--- src/rtl/cv32e40s_obi_master_if.sv ---
// cv32e40s_obi_master_if: generic OBI master adapter with stable address phase and bounded outstanding count
module cv32e40s_obi_master_if #(
    parameter int ADDR_WIDTH      = 32,
    parameter int DATA_WIDTH      = 32,
    parameter int MAX_OUTSTANDING = 2,
    parameter int CW              = $clog2(MAX_OUTSTANDING + 1)
) (
    input  logic                    clk,
    input  logic                    rst_n,
    input  logic                    trans_valid_i,
    output logic                    trans_ready_o,
    input  logic [ADDR_WIDTH-1:0]   trans_addr_i,
    input  logic                    trans_we_i,
    input  logic [DATA_WIDTH/8-1:0] trans_be_i,
    input  logic [DATA_WIDTH-1:0]   trans_wdata_i,
    input  logic [2:0]              trans_prot_i,
    output logic                    resp_valid_o,
    output logic [DATA_WIDTH-1:0]   resp_rdata_o,
    output logic                    resp_err_o,
    output logic                    obi_req_o,
    output logic                    obi_reqpar_o,
    input  logic                    obi_gnt_i,
    output logic [ADDR_WIDTH-1:0]   obi_addr_o,
    output logic                    obi_we_o,
    output logic [DATA_WIDTH/8-1:0] obi_be_o,
    output logic [DATA_WIDTH-1:0]   obi_wdata_o,
    output logic [2:0]              obi_prot_o,
    input  logic                    obi_rvalid_i,
    input  logic [DATA_WIDTH-1:0]   obi_rdata_i,
    input  logic                    obi_err_i,
    output logic [CW-1:0]           outstanding_o,
    output logic                    protocol_err_o
);
    typedef enum logic {TRANSPARENT, REGISTERED} state_e;
    localparam logic [CW-1:0] MAX_CNT = CW'(MAX_OUTSTANDING);
    state_e                  state_q, state_n;
    logic [CW-1:0]           cnt_q, cnt_n;
    logic                    perr_q;
    logic [ADDR_WIDTH-1:0]   addr_q;
    logic                    we_q;
    logic [DATA_WIDTH/8-1:0] be_q;
    logic [DATA_WIDTH-1:0]   wdata_q;
    logic [2:0]              prot_q;
    logic                    below_max;
    logic                    capture;
    logic                    inc;
    logic                    dec;
    assign below_max = cnt_q < MAX_CNT;
    always_comb begin
        state_n     = state_q;
        capture     = 1'b0;
        obi_req_o   = 1'b0;
        obi_addr_o  = trans_addr_i;
        obi_we_o    = trans_we_i;
        obi_be_o    = trans_be_i;
        obi_wdata_o = trans_wdata_i;
        obi_prot_o  = trans_prot_i;
        if (state_q == TRANSPARENT) begin
            obi_req_o = trans_valid_i && below_max;
            capture   = obi_req_o && !obi_gnt_i;
            state_n   = capture ? REGISTERED : TRANSPARENT;
        end else begin
            obi_req_o   = 1'b1;
            obi_addr_o  = addr_q;
            obi_we_o    = we_q;
            obi_be_o    = be_q;
            obi_wdata_o = wdata_q;
            obi_prot_o  = prot_q;
            state_n     = obi_gnt_i ? TRANSPARENT : REGISTERED;
        end
    end
    // A response with nothing outstanding is illegal: it is counted as an error, not a decrement
    assign inc   = obi_req_o && obi_gnt_i;
    assign dec   = obi_rvalid_i && (cnt_q != '0);
    assign cnt_n = (inc && !dec) ? cnt_q + 1'b1 :
                   (dec && !inc) ? cnt_q - 1'b1 : cnt_q;
    always_ff @(posedge clk or negedge rst_n) begin
        if (!rst_n) begin
            state_q <= TRANSPARENT;
            cnt_q   <= '0;
            perr_q  <= 1'b0;
            addr_q  <= '0;
            we_q    <= 1'b0;
            be_q    <= '0;
            wdata_q <= '0;
            prot_q  <= '0;
        end else begin
            state_q <= state_n;
            cnt_q   <= cnt_n;
            perr_q  <= perr_q || (obi_rvalid_i && (cnt_q == '0));
            if (capture) begin
                addr_q  <= trans_addr_i;
                we_q    <= trans_we_i;
                be_q    <= trans_be_i;
                wdata_q <= trans_wdata_i;
                prot_q  <= trans_prot_i;
            end
        end
    end
    assign trans_ready_o  = (state_q == TRANSPARENT) && below_max;
    assign obi_reqpar_o   = ~obi_req_o;
    assign resp_valid_o   = obi_rvalid_i;
    assign resp_rdata_o   = obi_rdata_i;
    assign resp_err_o     = obi_err_i;
    assign outstanding_o  = cnt_q;
    assign protocol_err_o = perr_q;
endmodule

--- config.mk ---
export PLATFORM = sky130hd
export DESIGN_NAME = cv32e40s_obi_master_if
export DESIGN_NICKNAME = d
export VERILOG_FILES = /design/src/rtl/cv32e40s_obi_master_if.sv
export SDC_FILE = /design/constraint.sdc
export NUM_CORES = 1
export LEC_CHECK = 0
export ABC_AREA = 1
export BUFFER_PORTS_ARGS = -buffer_cell sky130_fd_sc_hd__buf_4
export CORE_MARGIN = 2
export CORE_UTILIZATION = 45
export DETAILED_ROUTE_END_ITERATION = 8
export PLACE_DENSITY = 0.81
export SLEW_MARGIN = 20
export SYNTH_ARGS = -nofsm -noshare
export SYNTH_HDL_FRONTEND = slang
export SYNTH_SLANG_ARGS = --single-unit
--- constraint.sdc ---
create_clock -name clk -period 1.7 [get_ports clk]
set_input_delay 0.34 -clock clk [delete_from_list [all_inputs] [get_ports clk]]
set_output_delay 0.34 -clock clk [all_outputs]
set_load 0.005 [all_outputs]
## Word-level counts from Yosys, hierarchy flattened

Index checks and enable logic that the tools add are counted.
Widths: inputs -> output; s select.

| word-level totals | value |
|---|---|
| register bits | 76 |
| input port bits | 110 |
| output and inout port bits | 112 |
| logic and storage cells | 40 |

| operators by class | value |
|---|---|
| add/sub/neg operators | 2 |
| magnitude comparators | 1 |
| multiplexer cells | 12 |
| bitwise operators | 2 |
| reductions and logical operators | 15 |

Operators with widths:

| operator | count |
|---|---|
| $mux 32 | 2 |
| $logic_and 1x1->1 | 8 |
| $mux 1 | 6 |
| $mux 2 | 2 |
| $mux 4 | 1 |
| $reduce_bool 2->1 | 2 |
| $logic_not 1->1 | 3 |
| $mux 3 | 1 |
| $add 2x1->2 const B | 1 |
| $logic_not 2->1 | 1 |
| $lt 2x2->1 const B | 1 |
| $not 1->1 | 2 |
| $sub 2x1->2 const B | 1 |
| $logic_or 1x1->1 | 1 |

## Logic depth before layout (Yosys ltp)

| logic depth | value |
|---|---|
| word-level depth | 8 |
| gate-level depth with buffers | 10 |
| depth with buffers taken out | 9 |

## Worst setup path before layout

Ideal clock, no wire load.

| timing | value |
|---|---|
| kind | reg2reg |
| start point | reg state_q |
| end point | reg cnt_q[1], in the netlist outstanding_o[1] |
| setup time | 0.117 ns |
| arrival time | 1.523 ns |
| data required time | 1.583 ns |
| setup slack | 0.060 ns |
| cell stages (with the launch flop) | 10 |
| path buffers | 2 |
| clock period less this slack | 1.640 ns |
| cell sequence | dfrtp_1 > buf_6 > buf_2 > a21oi_1 > nor2_1 > ha_1 > inv_1 > nand3_1 > nand2_1 > nand2_1 |

| between the ends | value |
|---|---|
| word-level cells in the longest chain between the ends | 5 |
| elaborated cells on any way between the ends | 7 |
| those cells by class | mux: 2; reduce/logical: 5 |

RTL lines:

| what | line | text |
|---|---|---|
| from (decl) | 36 | `state_e state_q, state_n;` |
| from (signal assigned) | 88 | `state_q <= state_n;` |
| $mux 1 * | 58 | `if (state_q == TRANSPARENT) begin` |
| $logic_and 1x1->1 * | 73 | `assign inc = obi_req_o && obi_gnt_i;` |
| $logic_not 1->1 | 76 | `(dec && !inc) ? cnt_q - 1'b1 : cnt_q;` |
| $logic_and 1x1->1 | 76 |  |
| $reduce_bool 2->1 (no line) | n/a |  |
| to (signal assigned) | 89 | `cnt_q <= cnt_n;` |
| to (decl) | 37 | `logic [CW-1:0] cnt_q, cnt_n;` |

Mark *: on every way between the ends. The rest lies on a longest branch, timed or not.
A chain may end at the register's enable or synchronous reset.

## Worst setup path after layout

| timing | value |
|---|---|
| start point | reg state_q |
| end point | out obi_addr_o[9] |

| between the ends | value |
|---|---|
| word-level cells in the longest chain between the ends | 1 |

RTL lines:

| what | line | text |
|---|---|---|
| $mux 32 | 58 |  |
| to (decl) | 23 | `output logic [ADDR_WIDTH-1:0] obi_addr_o,` |

No other way between the ends.

==> summary by stage <==
Logic synthesis
Yosys attributes the largest share of cell area to sky130_fd_sc_hd__dfrtp_1, sky130_fd_sc_hd__nand2_1, sky130_fd_sc_hd__o21ai_0. After synthesis the cells add up to between 0.004 and 0.005 mm^2. The average footprint of a synthesized cell is 7.67 um^2. The total nets after synthesis is about 640. After synthesis, the largest family of logic cells by area is compound AO/OA/AOI/OAI gates. The simple-gate portion of the synthesized area is between 10% and 20%. The area share of the leading cell type in the synthesized netlist is 47.3%. Yosys printed 0 warnings. The post-synthesis cell count is 524. The xor/xnor cell area share of the yosys netlist is less than 1%. The share of cell area taken by muxes after synthesis is 0%. Yosys mapped the design onto 19 distinct sky130hd cell types. For this run, the register share of the synthesized area comes to 47.3%. The compound-gate portion of the synthesized area is 18.6%. The fraction of the mapped netlist area in adder cells is 0.311%. Summed over all instances, the cell type with the most area after synthesis is sky130_fd_sc_hd__dfrtp_1. The register bit count reported by yosys is 76.

Global routing
The via count of the first global-routing pass is between 3000 and 4000. The number of antenna violations at the first check in global routing is 0. The pin count of the biggest net entering global routing is 145.

The overflow left after global routing is 0. Across every metal layer, demand over resource in global routing totals roughly a fifth. The first global-routing pass estimated ~15 mm of wire.

Clock tree
The buffer depth of the longest clock path is 2. The number of H-tree levels is 3. Buffers inserted during clock tree synthesis total 9. Clock-pin slew was measured on the worst setup and hold paths at around 80 ps. The number of clock sinks is between 70 and 80. The tree is rooted in a sky130_fd_sc_hd__clkbuf_8. The later pin in the worst-skew pair is clocked with a latency of ~340 ps.

The CTS tree is done.

STA
The final worst-path setup slack is -112 ps. The final hold violation count is 7. The tightest hold margin is -25.1 ps.

The actual transition at the worst max-transition pin is between 400 and 500 ps. After layout, the worst path uses 107% of the clock period. The worst slew margin relative to its limit is 72.0%.

The count of final max-slew check failures came to 0. Setup repair after global routing could not meet its margin everywhere. Subtracting the final worst setup slack from the clock period gives 1810 ps. Setup violations remaining at the end of the flow were counted as 75. The upper clock frequency limit is between 0.5 and 0.6 GHz. Across the routed clock network, the largest skew measured is around 11 ps.

Drt
In the routed layout, each cell is associated on average with a via count of between 4 and 5. The first TritonRoute pass finished after 4 iterations. The detailed router used layers up to and including met4. The met1 wire length is roughly 4.2 mm. The sum of met2 wire segment lengths after detailed routing is just over 5 mm.

The count of routing violations after the opening detailed-route iteration is around 150. The detailed-route via count is 3724. The final wirelength is about 10 mm. The number of design rule violations left after detail routing is 0. The average wire per cell in the routed design is roughly 13 um. The detail route stage leaves a number of antenna-violating nets equal to 0. The amount of wire on met3 after detailed routing is approximately 610 um.

Worst setup path
STA puts the critical path data required time at 1360 ps. The largest fanout on the critical path is 38. In this design, the largest share of critical-path delay is due to flip-flops. For the worst setup path, the data arrival time is approximately 1500 ps. STA classifies the critical path endpoint as an output port. The critical register-to-register path startpoint is state_q. The setup slack of the most critical reg-to-reg path is 10 ps.

The classification of the worst setup path is reg2out. Traced cell by cell, the critical path runs through buf_16 -> o21ai_0 -> buf_4. The worst register-to-register path has a depth of 7. The capture point of the worst reg-to-reg path is outstanding_o[0].

The count of buffering cells on the critical path with inverters included is 2. The master of the slowest instance on the critical path is sky130_fd_sc_hd__dfrtp_4. The largest incremental delay on the critical path is ~580 ps.

STA classifies the critical path startpoint as a flip-flop. The launching element of the worst setup path is state_q.

Floorplan
Measured along the y axis, the die boundary spans a little under 100 um. The initial cell density of the core is between 40% and 50%. The I/O pin total is roughly 220.

The core region area is 0.00868 mm^2. The floorplan has 34 rows. The floorplan step defined a die boundary enclosing slightly below 0.01 mm^2. The floorplan step set the die width to between 90 and 100 um.

Placed design
After detailed placement, the design holds a cell count of 728. Detailed placement finished with a half-perimeter wire length of 6.10 mm. During placement, the flow inserted port buffers numbering roughly 160. The congestion estimate from routability-driven global placement came to about 0.8.

Layout
0 antenna diodes ended up in the layout. The number of cells in the finished layout apart from fillers is 754. The share of final-layout standard cells stronger than drive strength 1 is between 30% and 40%. The layout-stage area growth over the synthesis result is 36.0%. The final net count is 752.

Power and ir drop
In this run the power density over the cells is between 1000 and 1500 mW/mm^2. The worst-case IR drop observed on VDD is 0.639 mV. The reported leakage power is between 2 and 3 nW.

Worst hold path
The worst hold path belongs to the class in2async.

Run status
The flow ran to the end, but the final reports show violations. The final reports fail on negative hold slack, negative setup slack.

Run
The max-capacitance violation count is 0.
cell families after synthesis:
group | after synthesis
adder cells (fa/ha/maj) | 1
flip-flops | 76
AO/OA/AOI/OAI | 147
buffers and inverters | 144
XOR/XNOR | 1
AND/OR/NAND/NOR | 155
report_power, final:
group / switching, W / total [W] / internal (W)
Sequential: 0.000513 / 0.00320 / 0.00268
Combinational: 0.00146 / 0.00305 / 0.00159
Clock: 0.000622 / 0.00168 / 0.00105
area by class of cell:
| type | count | area, um^2 |
|---|---|---|
| well taps | 108 | 135 |
| repair buffers | 171 | 1450 |
| clock inverters | 4 | 95.1 |
| flip-flops and latches | 76 | 1910 |
| clock buffers | 12 | 155 |
| inverters | 79 | 297 |
| multi-input cells | 304 | 1420 |
| fillers | 750 | 3210 |
metal layers:
layer	vias up	track usage, %
li1	1833	-
met1	1749	21.4
met2	131	34.0
met3	11	4.18
met4	0	7.06
met5	-	0
cells in the final DEF, fill, tap and decap left out:
cell	n
sky130_fd_sc_hd__bufinv_16	3
sky130_fd_sc_hd__nand2_2	2
sky130_fd_sc_hd__nor2_8	1
sky130_fd_sc_hd__clkinv_2	1
sky130_fd_sc_hd__dfrtp_4	1
sky130_fd_sc_hd__buf_12	1
sky130_fd_sc_hd__inv_1	77
sky130_fd_sc_hd__buf_16	5
sky130_fd_sc_hd__inv_2	2
sky130_fd_sc_hd__o21ai_2	10
sky130_fd_sc_hd__a21oi_4	1
sky130_fd_sc_hd__nor2_1	3
sky130_fd_sc_hd__o21ai_1	115
sky130_fd_sc_hd__o21ai_0	20
sky130_fd_sc_hd__nand4_1	1
sky130_fd_sc_hd__buf_6	6
sky130_fd_sc_hd__clkbuf_1	1
sky130_fd_sc_hd__buf_4	157
sky130_fd_sc_hd__xnor2_1	1
sky130_fd_sc_hd__ha_1	1
sky130_fd_sc_hd__clkbuf_8	11
sky130_fd_sc_hd__dfrtp_1	75
sky130_fd_sc_hd__nand2_1	146
sky130_fd_sc_hd__a31o_2	1
sky130_fd_sc_hd__clkbuf_16	2
sky130_fd_sc_hd__nand2_4	1
sky130_fd_sc_hd__nand3_1	1
how the worst max path moves through the flow:
stage / endpoint / slack, ps / depth (start not counted)
global route: obi_be_o[2] / -160 / 4
floorplan: outstanding_o[1] / 60 / 9
global placement: obi_addr_o[15] / 210 / 3
CTS: obi_addr_o[15] / -120 / 3
finish: obi_addr_o[9] / -110 / 3
detailed placement: obi_addr_o[15] / 190 / 3
synthesized netlist by cell type:
master / number
sky130_fd_sc_hd__dfrtp_1: 76
sky130_fd_sc_hd__o21ai_0: 85
sky130_fd_sc_hd__nor2_1: 3
sky130_fd_sc_hd__buf_2: 8
sky130_fd_sc_hd__o21ai_1: 58
sky130_fd_sc_hd__nand2_1: 148
sky130_fd_sc_hd__nand2_4: 1
sky130_fd_sc_hd__inv_1: 79
sky130_fd_sc_hd__nor2_8: 1
sky130_fd_sc_hd__clkbuf_1: 15
sky130_fd_sc_hd__nand3_1: 1
sky130_fd_sc_hd__buf_6: 8
sky130_fd_sc_hd__ha_1: 1
sky130_fd_sc_hd__a31o_2: 1
sky130_fd_sc_hd__a21oi_1: 1
sky130_fd_sc_hd__xnor2_1: 1
sky130_fd_sc_hd__o21ai_2: 2
sky130_fd_sc_hd__buf_4: 34
sky130_fd_sc_hd__nand4_1: 1
stage by stage:
| stage | util (%) | power (W) | setup TNS [ps] | instance area (um^2) | setup WS [ps] |
|---|---|---|---|---|---|
| final | 63.0 | 0.00793 | -4380 | 5470 | -112 |
| after global routing | 63.0 | 0.00848 | -9420 | 5470 | -160 |
| after CTS | 61.8 | 0.00781 | -6480 | 5370 | -124 |
| after detailed placement | 57.3 | 0.00588 | 0 | 4970 | 192 |
| after global placement | 57.3 | 0.00572 | 0 | 4970 | 214 |
| after floorplan | - | 0.00470 | 0 | 4020 | 59.8 |
sequential cells by signal, summed over array words and instances (netlist names):
register / cells
addr_q: 32
wdata_q: 32
be_q: 4
prot_q: 3
outstanding_o: 2
protocol_err_o: 1
state_q: 1
we_q: 1
timing repair:
action | 4_1_cts | 5_1_grt
cloned | 2 | 3
setup buffers | 3 | 2
setup endpoints to repair | 73 | 146
pin swaps | 3 | 2
gates resized for setup | 66 | 23
hold buffers | 0 | 0
Power figures use the tool's default switching activity.
